==> src/rtl/fetch_pkg.sv <==
`default_nettype none
// ============================================================================
//  Module      : fetch_pkg
//  Description : Shared constants and queue-entry type for the instruction
//                prefetch queue and its storage FIFO.
//  Contents    : XLEN      - datapath / address width
//                NOP_INST  - instruction presented when the queue is empty
//                PC_STEP   - byte distance between sequential fetches
//                fetch_entry_t - {inst, pc} pair held in the queue
//  Revision    : 1.0 - initial release
// ============================================================================
package fetch_pkg;

    localparam int               XLEN     = 32;
    localparam logic [XLEN-1:0]  NOP_INST = 32'h0000_0013;  // addi x0, x0, 0
    localparam logic [XLEN-1:0]  PC_STEP  = 32'd4;

    // Instruction sits in the upper half so the packed entry reads {inst, pc}.
    typedef struct packed {
        logic [XLEN-1:0] inst;
        logic [XLEN-1:0] pc;
    } fetch_entry_t;

endpackage
`default_nettype wire

==> src/rtl/inst_fifo.sv <==
`default_nettype none
// ============================================================================
//  Module      : inst_fifo
//  Description : Synchronous FIFO of DEPTH entries, WIDTH bits each, with a
//                registered head output and a flush that beats push/pop.
//  Ports       : clk      in   clock
//                rst      in   synchronous active-high reset (empties FIFO)
//                clear    in   flush all entries; push/pop ignored that cycle
//                push     in   write pushData at the tail (ignored when full)
//                pushData in   WIDTH-bit entry to write
//                pop      in   remove the head entry (ignored when empty)
//                head     out  current head entry (stale data when empty)
//                count    out  number of valid entries, 0..DEPTH
//  Revision    : 1.0 - initial release
// ============================================================================
module inst_fifo #(
    parameter int DEPTH = 4,
    parameter int WIDTH = 64,
    parameter int CNT_W = $clog2(DEPTH + 1)
) (
    input  logic             clk,
    input  logic             rst,
    input  logic             clear,
    input  logic             push,
    input  logic [WIDTH-1:0] pushData,
    input  logic             pop,
    output logic [WIDTH-1:0] head,
    output logic [CNT_W-1:0] count
);

    localparam int c_PTR_W = (DEPTH > 1) ? $clog2(DEPTH) : 1;

    logic [WIDTH-1:0]   r_mem [DEPTH];
    logic [c_PTR_W-1:0] r_wrPtr;
    logic [c_PTR_W-1:0] r_rdPtr;
    logic [CNT_W-1:0]   r_count;

    logic w_doPush;
    logic w_doPop;

    // Pointers wrap explicitly so a non-power-of-two DEPTH still works.
    function automatic logic [c_PTR_W-1:0] ptrInc(input logic [c_PTR_W-1:0] p);
        return (p == c_PTR_W'(DEPTH - 1)) ? '0 : p + c_PTR_W'(1);
    endfunction

    assign w_doPush = push && (r_count != CNT_W'(DEPTH)) && !clear;
    assign w_doPop  = pop  && (r_count != '0)            && !clear;

    always_ff @(posedge clk) begin
        if (rst || clear) begin
            r_wrPtr <= '0;
            r_rdPtr <= '0;
            r_count <= '0;
        end else begin
            if (w_doPush) r_wrPtr <= ptrInc(r_wrPtr);
            if (w_doPop)  r_rdPtr <= ptrInc(r_rdPtr);
            r_count <= r_count + CNT_W'(w_doPush) - CNT_W'(w_doPop);
        end
    end

    // Storage needs no reset: entries are only visible through count.
    always_ff @(posedge clk) begin
        if (w_doPush) r_mem[r_wrPtr] <= pushData;
    end

    assign head  = r_mem[r_rdPtr];
    assign count = r_count;

endmodule
`default_nettype wire

==> src/rtl/fetch_prefetch_queue.sv <==
`default_nettype none
// ============================================================================
//  Module      : fetch_prefetch_queue
//  Description : Instruction prefetch queue in front of the IF/ID register.
//                Issues in-order word reads, buffers up to DEPTH returned
//                instructions with their PCs and hands them to decode over a
//                valid/ready handshake. A redirect flushes the queue, marks
//                every in-flight read as stale and restarts at the target.
//  Ports       : clk, rst            clock / synchronous active-high reset
//                mem_req, mem_addr   read request and word address
//                mem_gnt             memory accepts the request this cycle
//                mem_rvalid, mem_rdata  in-order read response
//                redirect, redirect_pc  taken branch/jump from Execute
//                inst_valid, inst, inst_pc  head of the queue
//                inst_ready          decode consumes the head (= !StallD)
//  Revision    : 1.0 - initial release
// ============================================================================
module fetch_prefetch_queue
    import fetch_pkg::*;
#(
    parameter int              DEPTH    = 4,
    parameter logic [XLEN-1:0] RESET_PC = 32'h0000_0000
) (
    input  logic            clk,
    input  logic            rst,
    output logic            mem_req,
    output logic [XLEN-1:0] mem_addr,
    input  logic            mem_gnt,
    input  logic            mem_rvalid,
    input  logic [XLEN-1:0] mem_rdata,
    input  logic            redirect,
    input  logic [XLEN-1:0] redirect_pc,
    output logic            inst_valid,
    output logic [XLEN-1:0] inst,
    output logic [XLEN-1:0] inst_pc,
    input  logic            inst_ready
);

    localparam int               c_CNT_W   = $clog2(DEPTH + 1);
    localparam logic [c_CNT_W:0] c_DEPTH_X = (c_CNT_W + 1)'(DEPTH);

    logic [XLEN-1:0]    r_fetchPc;      // next address to request
    logic [XLEN-1:0]    r_respPc;       // PC tagged onto the next kept response
    logic [c_CNT_W-1:0] r_inflight;     // granted requests not yet answered
    logic [c_CNT_W-1:0] r_stale;        // oldest in-flight replies to drop

    logic [c_CNT_W-1:0] w_count;
    fetch_entry_t       w_head;
    fetch_entry_t       w_pushEntry;
    logic [c_CNT_W:0]   w_outstanding;
    logic               w_memReq;
    logic               w_issue;
    logic               w_push;
    logic               w_pop;
    logic               w_clear;
    logic [c_CNT_W-1:0] w_inflightNext;

    // Every slot is reserved at issue time, so a reply always has room.
    assign w_outstanding = {1'b0, w_count} + {1'b0, r_inflight};
    assign w_memReq      = !rst && !redirect && (w_outstanding < c_DEPTH_X);
    assign w_issue       = w_memReq && mem_gnt;

    assign w_push      = mem_rvalid && (r_stale == '0);
    assign w_pop       = inst_valid && inst_ready;
    assign w_clear     = rst || redirect;
    assign w_pushEntry = '{inst: mem_rdata, pc: r_respPc};

    // Includes this cycle's reply, so a reply landing in the redirect cycle
    // is already counted out and is not marked stale a second time.
    assign w_inflightNext = r_inflight + c_CNT_W'(w_issue) - c_CNT_W'(mem_rvalid);

    always_ff @(posedge clk) begin
        if (rst) begin
            // Memory shares this reset and drops its pending replies.
            r_fetchPc  <= RESET_PC;
            r_respPc   <= RESET_PC;
            r_inflight <= '0;
            r_stale    <= '0;
        end else if (redirect) begin
            r_fetchPc  <= redirect_pc;
            r_respPc   <= redirect_pc;
            r_inflight <= w_inflightNext;
            r_stale    <= w_inflightNext;
        end else begin
            r_inflight <= w_inflightNext;
            if (w_issue) begin
                r_fetchPc <= r_fetchPc + PC_STEP;
            end
            if (mem_rvalid && (r_stale != '0)) begin
                r_stale <= r_stale - c_CNT_W'(1);
            end
            if (w_push) begin
                r_respPc <= r_respPc + PC_STEP;
            end
        end
    end

    inst_fifo #(
        .DEPTH (DEPTH),
        .WIDTH ($bits(fetch_entry_t)),
        .CNT_W (c_CNT_W)
    ) u_instFifo (
        .clk      (clk),
        .rst      (rst),
        .clear    (w_clear),
        .push     (w_push),
        .pushData (w_pushEntry),
        .pop      (w_pop),
        .head     (w_head),
        .count    (w_count)
    );

    assign mem_req    = w_memReq;
    assign mem_addr   = r_fetchPc;
    assign inst_valid = (w_count != '0);
    assign inst       = inst_valid ? w_head.inst : NOP_INST;
    assign inst_pc    = inst_valid ? w_head.pc   : '0;

endmodule
`default_nettype wire

==> config.mk <==
export PLATFORM = sky130hd
export DESIGN_NAME = fetch_prefetch_queue
export DESIGN_NICKNAME = d
export VERILOG_FILES = /design/src/rtl/fetch_pkg.sv /design/src/rtl/inst_fifo.sv /design/src/rtl/fetch_prefetch_queue.sv
export SDC_FILE = /design/constraint.sdc
export NUM_CORES = 1
export LEC_CHECK = 0
export CAP_MARGIN = 25
export CELL_PAD_IN_SITES_DETAIL_PLACEMENT = 1
export CELL_PAD_IN_SITES_GLOBAL_PLACEMENT = 1
export CORE_ASPECT_RATIO = 1.5
export CORE_UTILIZATION = 46
export DETAILED_ROUTE_END_ITERATION = 16
export PLACE_DENSITY_LB_ADDON = 0.1
export SETUP_SLACK_MARGIN = 0.15
export SYNTH_ARGS = -nofsm -noshare
export SYNTH_HDL_FRONTEND = slang
export SYNTH_SLANG_ARGS = --single-unit
==> constraint.sdc <==
create_clock -name clk -period 4.4 [get_ports clk]
set_input_delay 0.66 -clock clk [delete_from_list [all_inputs] [get_ports clk]]
set_output_delay 0.66 -clock clk [all_outputs]
set_load 0.02 [all_outputs]
Word level (Yosys, flattened, before mapping)

Memory sizes are Yosys's and may differ from the RTL's. A register that Yosys moved wholly into a read port is not among the register bits.
Index checks and enable logic that the tools add are counted.

Register bits after elaboration: 77
Latch bits: 0
RAM bits: 256
Bits in read-only memories: 0
Bits of input ports: 70
Output and inout bits: 98
Logic and storage cells: 57
Memories kept: 1

$add $sub $neg: 10
Multipliers: 0
Divide/modulo/power cells: 0
$lt $le $gt $ge: 1
Eq/ne operators: 3
Shifts and indexed selects: 0
Muxes and demuxes: 14
Bitwise operators: 0
Reduce and logical (&&, ||, !) cells: 21

Memories:

| memory           | words | width | read ports | clocked after Yosys merged registers in | write ports | line            | source |
|---|---|---|---|---|---|---|---|
| u_instFifo.r_mem | 4     | 64    | 1          | 1                                       | 1           | inst_fifo.sv:33 | `logic [WIDTH-1:0] r_mem [DEPTH];` |

Operator list:

| kind                                                                          | number |
|---|---|
| 32-bit 2-to-1 mux                                                             | 6 |
| 32-bit by 3-bit adder with 32-bit output (second input constant)              | 2 |
| 1-bit logical AND                                                             | 10 |
| 2-bit 2-to-1 mux                                                              | 4 |
| 3-bit by 1-bit adder with 3-bit output                                        | 2 |
| 3-bit 2-to-1 mux                                                              | 2 |
| 2-bit nonzero test                                                            | 3 |
| 3-bit nonzero test                                                            | 2 |
| 3-bit by 1-bit subtractor with 3-bit output                                   | 2 |
| 2-bit by 1-bit adder with 2-bit output (second input constant)                | 2 |
| 3-bit by 3-bit adder with 4-bit output                                        | 1 |
| 2-bit equality test (second input constant)                                   | 2 |
| 4-bit by 3-bit less-than comparator with 1-bit output (second input constant) | 1 |
| 1-bit logical NOT                                                             | 3 |
| 3-bit logical NOT                                                             | 1 |
| 3-bit != test (second input constant)                                         | 1 |
| 3-bit by 1-bit subtractor with 3-bit output (second input constant)           | 1 |
| 1-bit logical OR                                                              | 2 |
| 1-bit 2-to-1 mux                                                              | 2 |

Logic depth before layout (Yosys ltp)

Word-level depth: 7
Depth in mapped cells: 15
Mapped depth without buffers: 13

Cells and area by module

Synthesis repeated with hierarchy kept, for this count alone.

Cell total of the unflattened synthesis: 930
Area total of the unflattened synthesis: 14,067.2 um^2

By module, submodules not included:

| module               | times used | cells each | area each (um^2) | seq. area each (um^2) |
|---|---|---|---|---|
| inst_fifo            | 1          | 386        | 9,815.7          | 7,867.5 |
| fetch_prefetch_queue | 1          | 544        | 4,251.6          | 1,401.3 |

Least setup slack after synthesis

OpenSTA, ideal clock, no wires.

Kind: in2reg
Start: in redirect
End: mem u_instFifo.r_mem[0][0] (enable)
Setup time: 429 ps
Arrival time: 2,862 ps
Setup slack: 1,109 ps
Cell stages on the path: 5
Path buffers: 1
Cells stage by stage: clkbuf_1 nor2_1 nand2_1 a21oi_1 and2_1

Cells in the longest elaborated chain, start to end: 5

Ends and longest elaborated chain:

| item                                   | line                       | source |
|---|---|---|
| from (decl)                            | fetch_prefetch_queue.sv:31 | `input logic redirect,` |
| 1-bit logical OR                       | fetch_prefetch_queue.sv:65 | `assign w_clear = rst \|\| redirect;` |
| 1-bit logical NOT                      | inst_fifo.sv:46            | `assign w_doPush = push && (r_count != CNT_W'(DEPTH)) && !clear;` |
| 1-bit logical AND                      | inst_fifo.sv:46            |  |
| named net u_instFifo.w_doPush          | inst_fifo.sv:38            | `logic w_doPush;` |
| 1-bit 2-to-1 mux                       | inst_fifo.sv:63            | `if (w_doPush) r_mem[r_wrPtr] <= pushData;` |
| 1-bit 2-to-1 mux (implied by the code) | inst_fifo.sv:63            |  |
| to (decl)                              | inst_fifo.sv:33            |  |

The timed path passes the listed nets, and every way through them passes these cells.

==> run_results.csv <==
group,metric,value,unit
logic_synthesis,synth_top_area_share,55.0,%
critical_path,worst-setup-path-type,"reg2out",
global_route,gr-usage-all-layers,20.8,%
logic_synthesis,synth_ff_type,"edfxtp_1",
clock_tree,cts_htree_levels,1,
clock_tree,postCtsSetupBuffers,0,
cells_and_area,area_growth,22.8,%
timing,slew_viol_final,0,
logic_synthesis,synth_fp_nets,1028,
logic_synthesis,postSynthCellCount,941,
critical_path,worst_setup_path_start_kind,"flop",
cells_and_area,fin_nets,1194,
floorplan,start_util,47.1,%
drt,wl,31700,um
pwr,p_leak,5.61,nW
cells_and_area,multi_input_area,4380,um2
drt,wl_per_cell,20.7,um
critical_path,worstPathRequired,3.74,ns
clock_tree,clock_latency,0.56,ns
critical_path,arrival,2.84,ns
pwr,p_int,5.35,mW
drt,drt_iter0_drc,383,
pwr,power_frac_clock,39.3,%
logic_synthesis,ys_types,62,
floorplan,coreArea,29700,um2
logic_synthesis,seq_area_frac_synth,66.3,%
logic_synthesis,syn_area,14000,um2
clock_tree,cts_resized,0,
status,status,"complete, no violations",
timing,setup_violations,0,
cells_and_area,fin_area,17200,um2
logic_synthesis,synth-edff-count,256,
global_route,grtUsageMet3,2.66,%
clock_tree,holdBufCountCts,0,
timing,skew,0.00925,ns
timing,worst_hold_slack,0.455,ns
global_route,grt_use_met2,37.6,%
floorplan,std_cell_rows,77,
placement,finalWeightedCongestion,0.758,
logic_synthesis,synthTopCellsByArea,"edfxtp_1 55%, dfxtp_1 11%, mux4_2 10%",
logic_synthesis,async_flop_share,0,%
pwr,switching_share,22.3,%
pwr,p_comb_share,8.1,%
clock_tree,tritoncts,"yes",
timing,hold_viol,0,
critical_path,worst-path-max-fanout,16,
placement,portBuffers,167,
placement,post-place-ws,1.11,ns
cells_and_area,fin_util,57.9,%
global_route,antenna_found_initial,0,
timing,max_clock_freq,286,MHz
global_route,grt_pass1_vias,8866,
drt,vias,8326,
cells_and_area,regArea,9270,um2
cells_and_area,drive_gt1_share,12.9,%
logic_synthesis,yosysTopAreaCell,"edfxtp_1",
logic_synthesis,yosysMostFrequentCell,"edfxtp_1",
pwr,seqPwrFrac,52.5,%
min_path,hp-class,"reg2reg",
timing,tightest_slew,0.980,ns
cells_and_area,antenna-diode-count,0,
pwr,irDropWorstVdd,0.000247,V
clock_tree,clk_path_buf_depth,3,
cells_and_area,fillCellCount,2901,
logic_synthesis,synth_common_cells,"256 x edfxtp_1, 79 x dfxtp_1, 73 x and2_1",
clock_tree,cts.clk_slew.worst_paths,0.07,ns
timing,rsz0062_at_grt,"false",
global_route,grt_pass1_wl,49100,um
global_route,met1_usage,25.9,%
timing,slew_headroom,34.6,%
floorplan,die_w,144,um
global_route,overflow,0,
timing,post-route-period-util,79.6,%
critical_path,crit_path_end_kind,"output pin",
floorplan,ios,168,
drt,drc,0,
logic_synthesis,ys_ff_latch,335,
pwr,power.density,401,nW/um2
timing,min_period,3.50,ns
drt,first_pass_iters,4,
job,maxCapViolCount,0,
floorplan,die_h,216,um
floorplan,dieArea,31100,um2
clock_tree,clkSinkCount,335,
drt,viasPerCell,5.46,
clock_tree,cts_made_buffers,31,
clock_tree,root_buffer,"clkbuf_16",
logic_synthesis,yosys_warnings,0,
timing,setup_ws,0.897,ns
drt,ant_nets,0,
placement,placed_area,16100,um2
placement,dp_hpwl,20900,um
global_route,top_usage_layer,"met2",
logic_synthesis,avgSynthCellArea,14.9,um2
global_route,grt_max_degree,65,
pwr,p_sw,1.54,mW
timing,tns,0,ns
-- power groups by stage --
stage	clock (mW)	combinational (mW)	sequential (mW)
floorplan	0	0.305	3.67
global placement	0	0.555	3.68
detailed placement	0	0.565	3.68
CTS	2.76	0.570	3.62
global route	2.87	0.611	3.63
finish	2.71	0.558	3.62
-- metrics by stage --
step           cells  total power, mW
2_1_floorplan    941             3.98
4_1_cts         1526             6.95
5_1_grt         1526             7.11
6_report        1526             6.88
3_3_place_gp    1469             4.23
3_5_place_dp    1469             4.25
-- critical path, cell delays in order (launching register included) --
cell and delay [ns]:
dfxtp_4 0.55, buf_4 0.39, mux4_2 0.61, and2_1 0.19
clkdlybuf4s50_1 0.53
-- metal layers --
metal	wire length, um	vias up	part of all wire (%)
li1	-	3890	-
met1	13400	4216	42
met2	16500	187	52
met3	1190	33	3.8
met4	573	0	1.8
met5	0	-	0
-- layout by cell type, fill, tap and decap left out, types with 8 or more instances in the layout --
cell             Yosys  routed
dfxtp_1             79      77
xor2_1              18      18
a31oi_1              9       9
and3_1               8       8
o21ai_0              9       9
and2_1              73      69
mux4_2              64      64
clkbuf_16            0      32
clkbuf_1            36       9
a211oi_1            13      13
clkdlybuf4s50_1      0     165
nand4_1             22      22
edfxtp_1           256     256
inv_1               33      33
and4_1              10      10
buf_4                2      11
a21oi_1             32      32
nor4_1               8       8
nand3_1             23      23
xnor2_1             28      28
ha_1                15      15
a21boi_0            25      25
nor3_1               8       8
nand2_1             55      55
nor2_1              43      43
-- flip-flops by register name, indices dropped and copies added (netlist names), named ones only --
signal	cells
r_respPc	32
r_inflight	3
u_instFifo.r_wrPtr	2
r_stale	3
mem_addr	32
u_instFifo.r_mem	256
u_instFifo.r_rdPtr	2
u_instFifo.count	3
-- worst paths after layout --
| kind | start | endpoint | slack, ns | depth (start not counted) |
|---|---|---|---|---|
| worst max-delay path | flop | inst_pc[27] | 0.90 | 4 |
| worst min-delay path | mem_addr[1] | mem_addr[1] | 0.46 | 2 |
| worst max register to register | u_instFifo.count[2] | r_stale[2] | 1.61 | 14 |
| worst min register to register | mem_addr[1] | mem_addr[1] | 0.46 | 2 |
-- kinds of logic after synthesis --
logic type,after synthesis,synth area share [%]
fa+ha+maj,17,1.63
flops,335,66.3
xor+xnor,46,2.88
mux,67,10.5
compound gates,117,5.61
simple gates,272,10.6
buf+inv,87,2.47
-- area by class of cell --
class | count | area share [%]
multi-input cells | 519 | 25.5
clock inverters | 13 | 0.889
well taps | 395 | 2.88
repair buffers | 184 | 10.9
flip-flops and latches | 335 | 54.0
inverters | 36 | 0.787
clock buffers | 44 | 5.10
Note: power is estimated with default switching activity, not from simulation.
